**config.mk**
```make
export PLATFORM = sky130hd
export DESIGN_NAME = bram_load_ctrl
export DESIGN_NICKNAME = d
export VERILOG_FILES = /design/src/rtl/bram_load_ctrl.sv
export SDC_FILE = /design/constraint.sdc
export NUM_CORES = 1
export LEC_CHECK = 0
export BUFFER_PORTS_ARGS = -buffer_cell sky130_fd_sc_hd__buf_2
export CAP_MARGIN = 20
export CORE_UTILIZATION = 40
export CTS_CLUSTER_DIAMETER = 50
export DETAILED_ROUTE_END_ITERATION = 12
export PLACE_DENSITY_LB_ADDON = 0.05
export SYNTH_ARGS = -nofsm -noshare
export SYNTH_HDL_FRONTEND = slang
export SYNTH_SLANG_ARGS = --single-unit
```
**constraint.sdc**
```tcl
create_clock -name clk -period 3.8 [get_ports clk]
set_clock_uncertainty 0.05 [all_clocks]
set_input_delay 0.76 -clock clk [delete_from_list [all_inputs] [get_ports clk]]
set_output_delay 0.76 -clock clk [all_outputs]
set_load 0.1 [all_outputs]
```
**src/rtl/bram_load_ctrl.sv**
```systemverilog
// Run-time program loader for a striped LMB instruction BRAM: streams an image
// into every device slice, reads it back, verifies a 32-bit modular checksum and
// releases the CPU reset only after a verified load.
module bram_load_ctrl #(
  parameter  int unsigned MEM_SIZE = 64,
  parameter  int unsigned NUM_MEM  = 16,
  localparam int unsigned DEPTH    = MEM_SIZE * 256,
  localparam int unsigned ADDR_W   = $clog2(DEPTH)
) (
  input  logic              clk,
  input  logic              rst_n,
  input  logic              start,
  input  logic [ADDR_W:0]   word_count,
  input  logic [31:0]       s_data,
  input  logic              s_valid,
  output logic              s_ready,
  output logic              bram_en,
  output logic [NUM_MEM-1:0] bram_we,
  output logic [ADDR_W-1:0] bram_addr,
  output logic [31:0]       bram_wdata,
  input  logic [31:0]       bram_rdata,
  output logic              cpu_rst_n,
  output logic              busy,
  output logic              done,
  output logic              error,
  output logic [1:0]        err_code
);

  localparam int unsigned CW = ADDR_W + 1;

  typedef enum logic [2:0] {
    S_IDLE, S_LOAD, S_VERIFY, S_CHECK, S_DONE, S_ERR
  } state_t;

  state_t             state_q, state_d;
  logic [CW-1:0]      n_q, n_d;
  logic [CW-1:0]      acount_q, acount_d;
  logic [CW-1:0]      vcnt_q, vcnt_d;
  logic [31:0]        sum_w_q, sum_w_d;
  logic [31:0]        sum_r_q, sum_r_d;
  logic               s_ready_q, s_ready_d;
  logic               bram_en_q, bram_en_d;
  logic [NUM_MEM-1:0] bram_we_q, bram_we_d;
  logic [ADDR_W-1:0]  bram_addr_q, bram_addr_d;
  logic [31:0]        bram_wdata_q, bram_wdata_d;
  logic               cpu_rst_n_q, cpu_rst_n_d;
  logic               busy_q, busy_d;
  logic               done_q, done_d;
  logic               error_q, error_d;
  logic [1:0]         err_code_q, err_code_d;

  // Next-state and registered-output logic.
  always_comb begin
    state_d      = state_q;
    n_d          = n_q;
    acount_d     = acount_q;
    vcnt_d       = vcnt_q;
    sum_w_d      = sum_w_q;
    sum_r_d      = sum_r_q;
    s_ready_d    = 1'b0;
    bram_en_d    = 1'b0;
    bram_we_d    = '0;
    bram_addr_d  = bram_addr_q;
    bram_wdata_d = bram_wdata_q;
    cpu_rst_n_d  = cpu_rst_n_q;
    done_d       = done_q;
    error_d      = error_q;
    err_code_d   = err_code_q;

    unique case (state_q)
      S_IDLE, S_DONE, S_ERR: begin
        if (start) begin
          done_d      = 1'b0;
          error_d     = 1'b0;
          err_code_d  = 2'd0;
          cpu_rst_n_d = 1'b0;
          n_d         = word_count;
          acount_d    = '0;
          vcnt_d      = '0;
          sum_w_d     = '0;
          sum_r_d     = '0;
          if (word_count > CW'(DEPTH)) begin
            state_d    = S_ERR;
            error_d    = 1'b1;
            err_code_d = 2'd1;
          end else if (word_count == '0) begin
            state_d     = S_DONE;
            done_d      = 1'b1;
            cpu_rst_n_d = 1'b1;
          end else begin
            state_d   = S_LOAD;
            s_ready_d = 1'b1;
          end
        end
      end

      S_LOAD: begin
        if (s_valid && s_ready_q) begin
          bram_en_d    = 1'b1;
          bram_we_d    = '1;
          bram_addr_d  = ADDR_W'(acount_q);
          bram_wdata_d = s_data;
          acount_d     = acount_q + CW'(1);
          sum_w_d      = sum_w_q + s_data;
        end
        s_ready_d = (acount_d < n_q);
        // Last write is on the port this cycle; start readback with address 0.
        if (acount_q == n_q) begin
          state_d     = S_VERIFY;
          vcnt_d      = '0;
          bram_en_d   = 1'b1;
          bram_addr_d = '0;
        end
      end

      S_VERIFY: begin
        if (vcnt_q != '0) begin
          sum_r_d = sum_r_q + bram_rdata;
        end
        if ((vcnt_q + CW'(1)) < n_q) begin
          bram_en_d   = 1'b1;
          bram_addr_d = ADDR_W'(vcnt_q + CW'(1));
        end
        vcnt_d = vcnt_q + CW'(1);
        if (vcnt_q == n_q) begin
          state_d = S_CHECK;
        end
      end

      S_CHECK: begin
        if (sum_r_q == sum_w_q) begin
          state_d     = S_DONE;
          done_d      = 1'b1;
          cpu_rst_n_d = 1'b1;
        end else begin
          state_d    = S_ERR;
          error_d    = 1'b1;
          err_code_d = 2'd2;
        end
      end

      default: state_d = S_IDLE;
    endcase

    busy_d = (state_d == S_LOAD) || (state_d == S_VERIFY) || (state_d == S_CHECK);
  end

  // State and output registers.
  always_ff @(posedge clk or negedge rst_n) begin
    if (!rst_n) begin
      state_q      <= S_IDLE;
      n_q          <= '0;
      acount_q     <= '0;
      vcnt_q       <= '0;
      sum_w_q      <= '0;
      sum_r_q      <= '0;
      s_ready_q    <= 1'b0;
      bram_en_q    <= 1'b0;
      bram_we_q    <= '0;
      bram_addr_q  <= '0;
      bram_wdata_q <= '0;
      cpu_rst_n_q  <= 1'b0;
      busy_q       <= 1'b0;
      done_q       <= 1'b0;
      error_q      <= 1'b0;
      err_code_q   <= 2'd0;
    end else begin
      state_q      <= state_d;
      n_q          <= n_d;
      acount_q     <= acount_d;
      vcnt_q       <= vcnt_d;
      sum_w_q      <= sum_w_d;
      sum_r_q      <= sum_r_d;
      s_ready_q    <= s_ready_d;
      bram_en_q    <= bram_en_d;
      bram_we_q    <= bram_we_d;
      bram_addr_q  <= bram_addr_d;
      bram_wdata_q <= bram_wdata_d;
      cpu_rst_n_q  <= cpu_rst_n_d;
      busy_q       <= busy_d;
      done_q       <= done_d;
      error_q      <= error_d;
      err_code_q   <= err_code_d;
    end
  end

  assign s_ready    = s_ready_q;
  assign bram_en    = bram_en_q;
  assign bram_we    = bram_we_q;
  assign bram_addr  = bram_addr_q;
  assign bram_wdata = bram_wdata_q;
  assign cpu_rst_n  = cpu_rst_n_q;
  assign busy       = busy_q;
  assign done       = done_q;
  assign error      = error_q;
  assign err_code   = err_code_q;

endmodule
```
; ---- Word level (Yosys, flattened, before mapping)
; Index checks and enable logic that the tools add are counted.
[op_classes]
eq_ne = 19
order_cmp = 3
add_sub_neg = 4
muxes = 45
reduce_logical = 21
[ops]
columns = cell, n
row1 = 32-bit case mux with 2 select lines, 2
row2 = 32-bit two-way mux, 3
row3 = 32-bit adder, 2
row4 = 15-bit two-way mux, 4
row5 = 15-bit case mux with 3 select lines, 1
row6 = 14-bit two-way mux, 3
row7 = 32-bit equality test, 1
row8 = 16-bit two-way mux, 2
row9 = 15-bit by 1-bit adder with 15-bit output (second input constant), 2
row10 = 15-bit equality test, 2
row11 = 15-bit < comparator, 2
row12 = 15-bit case mux with 2 select lines, 1
row13 = 14-bit case mux with 2 select lines, 1
row14 = 3-bit AND reduction, 6
row15 = 15-bit > comparator (second input constant), 1
row16 = 15-bit zero test, 1
row17 = 1-bit two-way mux, 15
row18 = 3-bit two-way mux, 5
row19 = 15-bit nonzero test, 1
row20 = 2-bit inequality test (second input constant), 7
row21 = 3-bit by 2-bit equality test with 1-bit output (second input constant), 4
row22 = 3-bit case mux with 4 select lines, 1
row23 = 1-bit case mux with 2 select lines, 4
row24 = 2-bit nonzero test, 4
row25 = 11 further kinds, 17
[totals]
wordCells = 107
inputBits = 83
out_inout_bits = 70
ff_bits = 181

; ---- Longest topological paths before layout
[depth]
depth_word = 8
mapped_depth = 16
ltp_nobuf = 14

; ---- Worst setup path after synthesis
; No wires, ideal clock.
[synth_timing]
kind = register to register
startpoint = reg s_ready_q (netlist: s_ready)
endpoint = reg s_ready_q (netlist: s_ready)
slack_ns = 0.505
path_buffers = 1
arrival_time_ns = 3.129
required_ns = 3.634
setup_time_ns = 0.116
stages_incl_launch_ff = 13
synth_period_minus_slack_ns = 3.295
cell_sequence = dfrtp_1 > nand2_1 > nor2_1 > and3_1 > clkbuf_1 > nand2_1 > nor2_1 > nand3_1 > xnor2_1 > ha_1 > a2111oi_0 > o21ai_0 > o311ai_0
[synth_via]
elab_chain_len = 5
[synth_rtl]
columns = item, line
row1 = from (decl), 41  ; logic s_ready_q, s_ready_d;
row2 = from (signal assigned), 174  ; s_ready_q <= s_ready_d;
row3 = 1-bit logical AND, 98  ; if (s_valid && s_ready_q) begin
row4 = 15-bit two-way mux, 98
row5 = 15-bit two-way mux, 70  ; unique case (state_q)
row6 = 15-bit < comparator, 106  ; s_ready_d = (acount_d < n_q);
row7 = 1-bit case mux with 2 select lines, 70
row8 = named net s_ready_d, 41
; The timed path passes the listed nets, and every way through them passes these cells. The select of a mux whose other input is x is not followed.
; A chain may end at the register's enable or synchronous reset.

; ---- Worst setup path after layout
[layout_timing]
startpoint = reg vcnt_q[1]
endpoint = reg bram_addr_q[2] (netlist: bram_addr[2])
[layout_via]
elab_chain_len = 4
elab_cells_between_ends = 6
classes_between = add/sub (1) / order compare (1) / eq/ne (1) / mux (2) / reduce/logical (1)
[layout_rtl]
columns = item, line
row1 = from (decl), 38  ; logic [CW-1:0] vcnt_q, vcnt_d;
row2 = from (signal assigned), 171  ; vcnt_q <= vcnt_d;
row3 = 15-bit by 1-bit adder with 15-bit output (*), 120  ; if ((vcnt_q + CW'(1)) < n_q) begin
row4 = 15-bit < comparator, 120
row5 = 2-bit inequality test (no source line), --
row6 = 3-bit AND reduction (no source line), --
row7 = to (signal assigned), 177  ; bram_addr_q <= bram_addr_d;
row8 = to (decl), 44  ; logic [ADDR_W-1:0] bram_addr_q, bram_addr_d;
; Every way passes the cells marked *; elsewhere a longest branch is shown, timed or not. The select of a mux whose other input is x is not followed.

==> metrics.yaml <==
worstPathRequired_ps: 4060
worst_pin_slew_ps: 1084
cts.sinks: 166
layout_commonest_cell: "nand2_1"
cp_slowest_cell: "dfrtp_1"
relSlewSlack_pct: 27.55
start_kind: "flip-flop"
synth_mux_area_share_pct: 1.528
finalCritPeriodShare_pct: 92.56
post_drt_via_cell_ratio: 5.342
start_util_pct: 41.12
synthCells: 1319
dr_total_vias: 9775
fin_nets: 1618
synth_edf_count: 0
cts_tree: "done"
cpPeakStageDelay_ps: 440
finalHoldViolations: 0
synth-adder-area-share_pct: 10.53
grt_first_pass_wirelength_um: 52310
max_freq_ghz: 0.2843
synth_seq_cells: 166
vdd_drop_max_uv: 334.1
p_per_area_nw_per_um2: 668.1
htree_num_levels: 4
fillers: 2837
die-height_um: 171.9
drtIter0Drc: 647
pin_count: 153
setup_viol: 0
dieArea_um2: 29550
cp_max_fo: 7
cts_root_buffer: "clkbuf_16"
synth.net_count: 1498
cp-end-kind: "flip-flop"
antenna_found_initial: 1
synth_compound_area_share_pct: 20.03
final-seq-area_um2: 4154
grt_pass1_vias: 9535
grt_usage_pct: 22.99
path_class: "flip-flop to flip-flop"
rows: 61
wirelength_um: 32770
cap_violations: 0
hp-class: "input pin to async pin"
synth_cell_types: 62
ant_nets: 0
io_buffer_count: 152
synth_top_family_by_area: "compound AO/OA/AOI/OAI gates"
worstSkewPairLatency_ps: 430
synth_area_per_cell_um2: 8.756
die_w_um: 171.9
crit_path_frequent_cell: "nor3_1"
drc: 0
core_um2: 28090
multi_input_area_um2: 6872
syn2layout_area_growth_pct: 14.75
final_cell_mix: "202 x nand2_1, 166 x dfrtp_1, 151 x buf_2"
p_leak_nw: 6.656
clk_pin_slew_ps: 70
post-dp-hpwl_um: 25520
cts_made_buffers: 17
drive_above_1_share_pct: 15.99
gp_congestion: 0.9244
yosys.area_share.xor_xnor_pct: 10.92
tns_ps: 0
syn_area_um2: 11550
cp.arrival_ps: 3770
finalMaxSlewViolations: 0
wl_per_cell_um: 17.91
yosys.area_share.simple_pct: 16.34
synth_ff_type: "dfrtp_1"
dr.pass1.iters: 5
cts_hold_buffers: 0
grt_start_max_net_pins: 87
ys_seq_area_share_pct: 35.97
grt_remaining_overflow: 0
async_reset_ff_share_pct: 100.0
min_period_ps: 3517
crit_chain: "inv_1 -> nor3_1 -> nand3_2 -> nor3_1 -> xnor2_1 -> ha_1 -> and3_1 -> o2111ai_1 -> a21oi_1 -> o311ai_0 -> a21boi_0 -> o31ai_4 -> buf_4 -> mux2_2"
rsz0062_at_grt: "false"
p_total_mw: 8.854
status: "finished, final reports clean"
cts_max_path_buffers: 2
synth_warnings: 0
fin_util_pct: 47.18
-- worst max-delay path: cells and delay by family (launching register included) --
| family | cells | cell delay (ps) |
|---|---|---|
| AOI/OAI and AO/OA | 5 | 990 |
| and+or+nand+nor | 4 | 880 |
| DFF | 1 | 440 |
| muxes | 1 | 330 |
| buffers and inverters | 2 | 270 |
| adders and majority gates | 1 | 270 |
| xor gates and xnor gates | 1 | 170 |
-- where the power goes --
part | leakage (nW) | internal [mW] | switching (mW) | total (mW)
Sequential | 2.14 | 2.18 | 0.486 | 2.67
Combinational | 4.25 | 1.41 | 3.03 | 4.43
Clock | 0.271 | 0.979 | 0.774 | 1.75
-- Yosys cell counts, types with 3 or more instances --
cell type / instances / area, µm²
dfrtp_1: 166 / 4154
and3_1: 6 / 37.54
o211ai_1: 8 / 60.06
o21ai_0: 97 / 485.5
nor2_1: 53 / 198.9
a22o_1: 40 / 350.3
a21o_1: 37 / 277.8
ha_1: 94 / 1176
clkbuf_1: 60 / 225.2
o22ai_1: 4 / 25.02
o31ai_1: 10 / 75.07
a31oi_1: 13 / 81.33
nand3_1: 50 / 250.2
a21boi_0: 3 / 22.52
a31o_2: 3 / 26.28
a21oi_1: 86 / 430.4
nor3_1: 12 / 60.06
o21bai_1: 6 / 45.04
o2111ai_1: 3 / 26.28
inv_1: 49 / 183.9
nand2_1: 202 / 758.2
o21ai_1: 4 / 20.02
a211oi_1: 14 / 105.1
xor2_1: 85 / 744.5
o21a_1: 6 / 45.04
or2_2: 5 / 31.28
nand4_1: 19 / 118.9
nand2b_1: 9 / 56.30
o311ai_0: 3 / 26.28
nor2b_1: 8 / 50.05
mux2i_1: 12 / 120.1
buf_4: 17 / 127.6
xnor2_1: 59 / 516.8
and2_1: 17 / 106.4
nor4_1: 22 / 137.6
mux2_2: 5 / 56.30
-- final timing paths --
check | cells after the start | end | startpoint | slack [ps]
setup / recovery | 14 | bram_addr[2] | vcnt_q[1] | 280
hold / removal | 1 | bram_en | rst_n | 300
setup reg to reg | 14 | bram_addr[2] | vcnt_q[1] | 280
hold reg to reg | 2 | bram_wdata[10] | bram_wdata[10] | 420
max in group asynchronous | 2 | sum_w_q[18] | rst_n | 2590
min in group clk | 2 | bram_wdata[10] | bram_wdata[10] | 420
-- sequential cells by signal, indices dropped and copies added (netlist names) --
| signal | cells |
|---|---|
| bram_wdata | 32 |
| sum_r_q | 32 |
| sum_w_q | 32 |
| acount_q | 15 |
| n_q | 15 |
| vcnt_q | 15 |
| bram_addr | 14 |
| state_q | 3 |
| err_code | 2 |
| bram_en | 1 |
| bram_we | 1 |
| busy | 1 |
| done | 1 |
| error | 1 |
| s_ready | 1 |
-- layout make-up --
class / count / share of cell area, %
clock buffers: 19 / 3.267
repair buffers: 179 / 7.469
well taps: 378 / 3.569
multi-input cells: 1026 / 51.86
flip-flops and latches: 166 / 31.35
diodes: 1 / 0.01888
clock inverters: 12 / 1.086
inverters: 49 / 1.388
-- stage by stage --
step | std cells | worst slack (ps) | instance area (µm²) | hold WS, ps
finish | 1830 | 282.9 | 13250 | 295.5
global route | 1829 | 9.527 | 13250 | 353.3
CTS | 1828 | 163.4 | 13230 | 332.5
detailed placement | 1797 | 177.4 | 12660 | 406.5
global placement | 1796 | 256.8 | 12640 | 402.5
floorplan | 1319 | 505.2 | 11550 | 414.4
-- what timing repair did --
action	4_1_cts	5_1_grt
gates resized for setup	0	2
setup endpoints to repair	0	14
buffers inserted	0	1
-- per-layer routing --
layer	GRT usage [%]	routed length, µm	up-vias
li1	-	-	4926
met1	32.08	15990	4603
met2	37.08	15050	214
met3	2.907	1099	32
met4	6.772	636	0
met5	0	0	-
-- logic make-up after synthesis --
family / after synthesis
buf+inv: 127
compound gates: 356
fa+ha+maj: 96
flops: 166
xor+xnor: 144
simple gates: 413
mux: 17
Power figures use the tool's default switching activity.
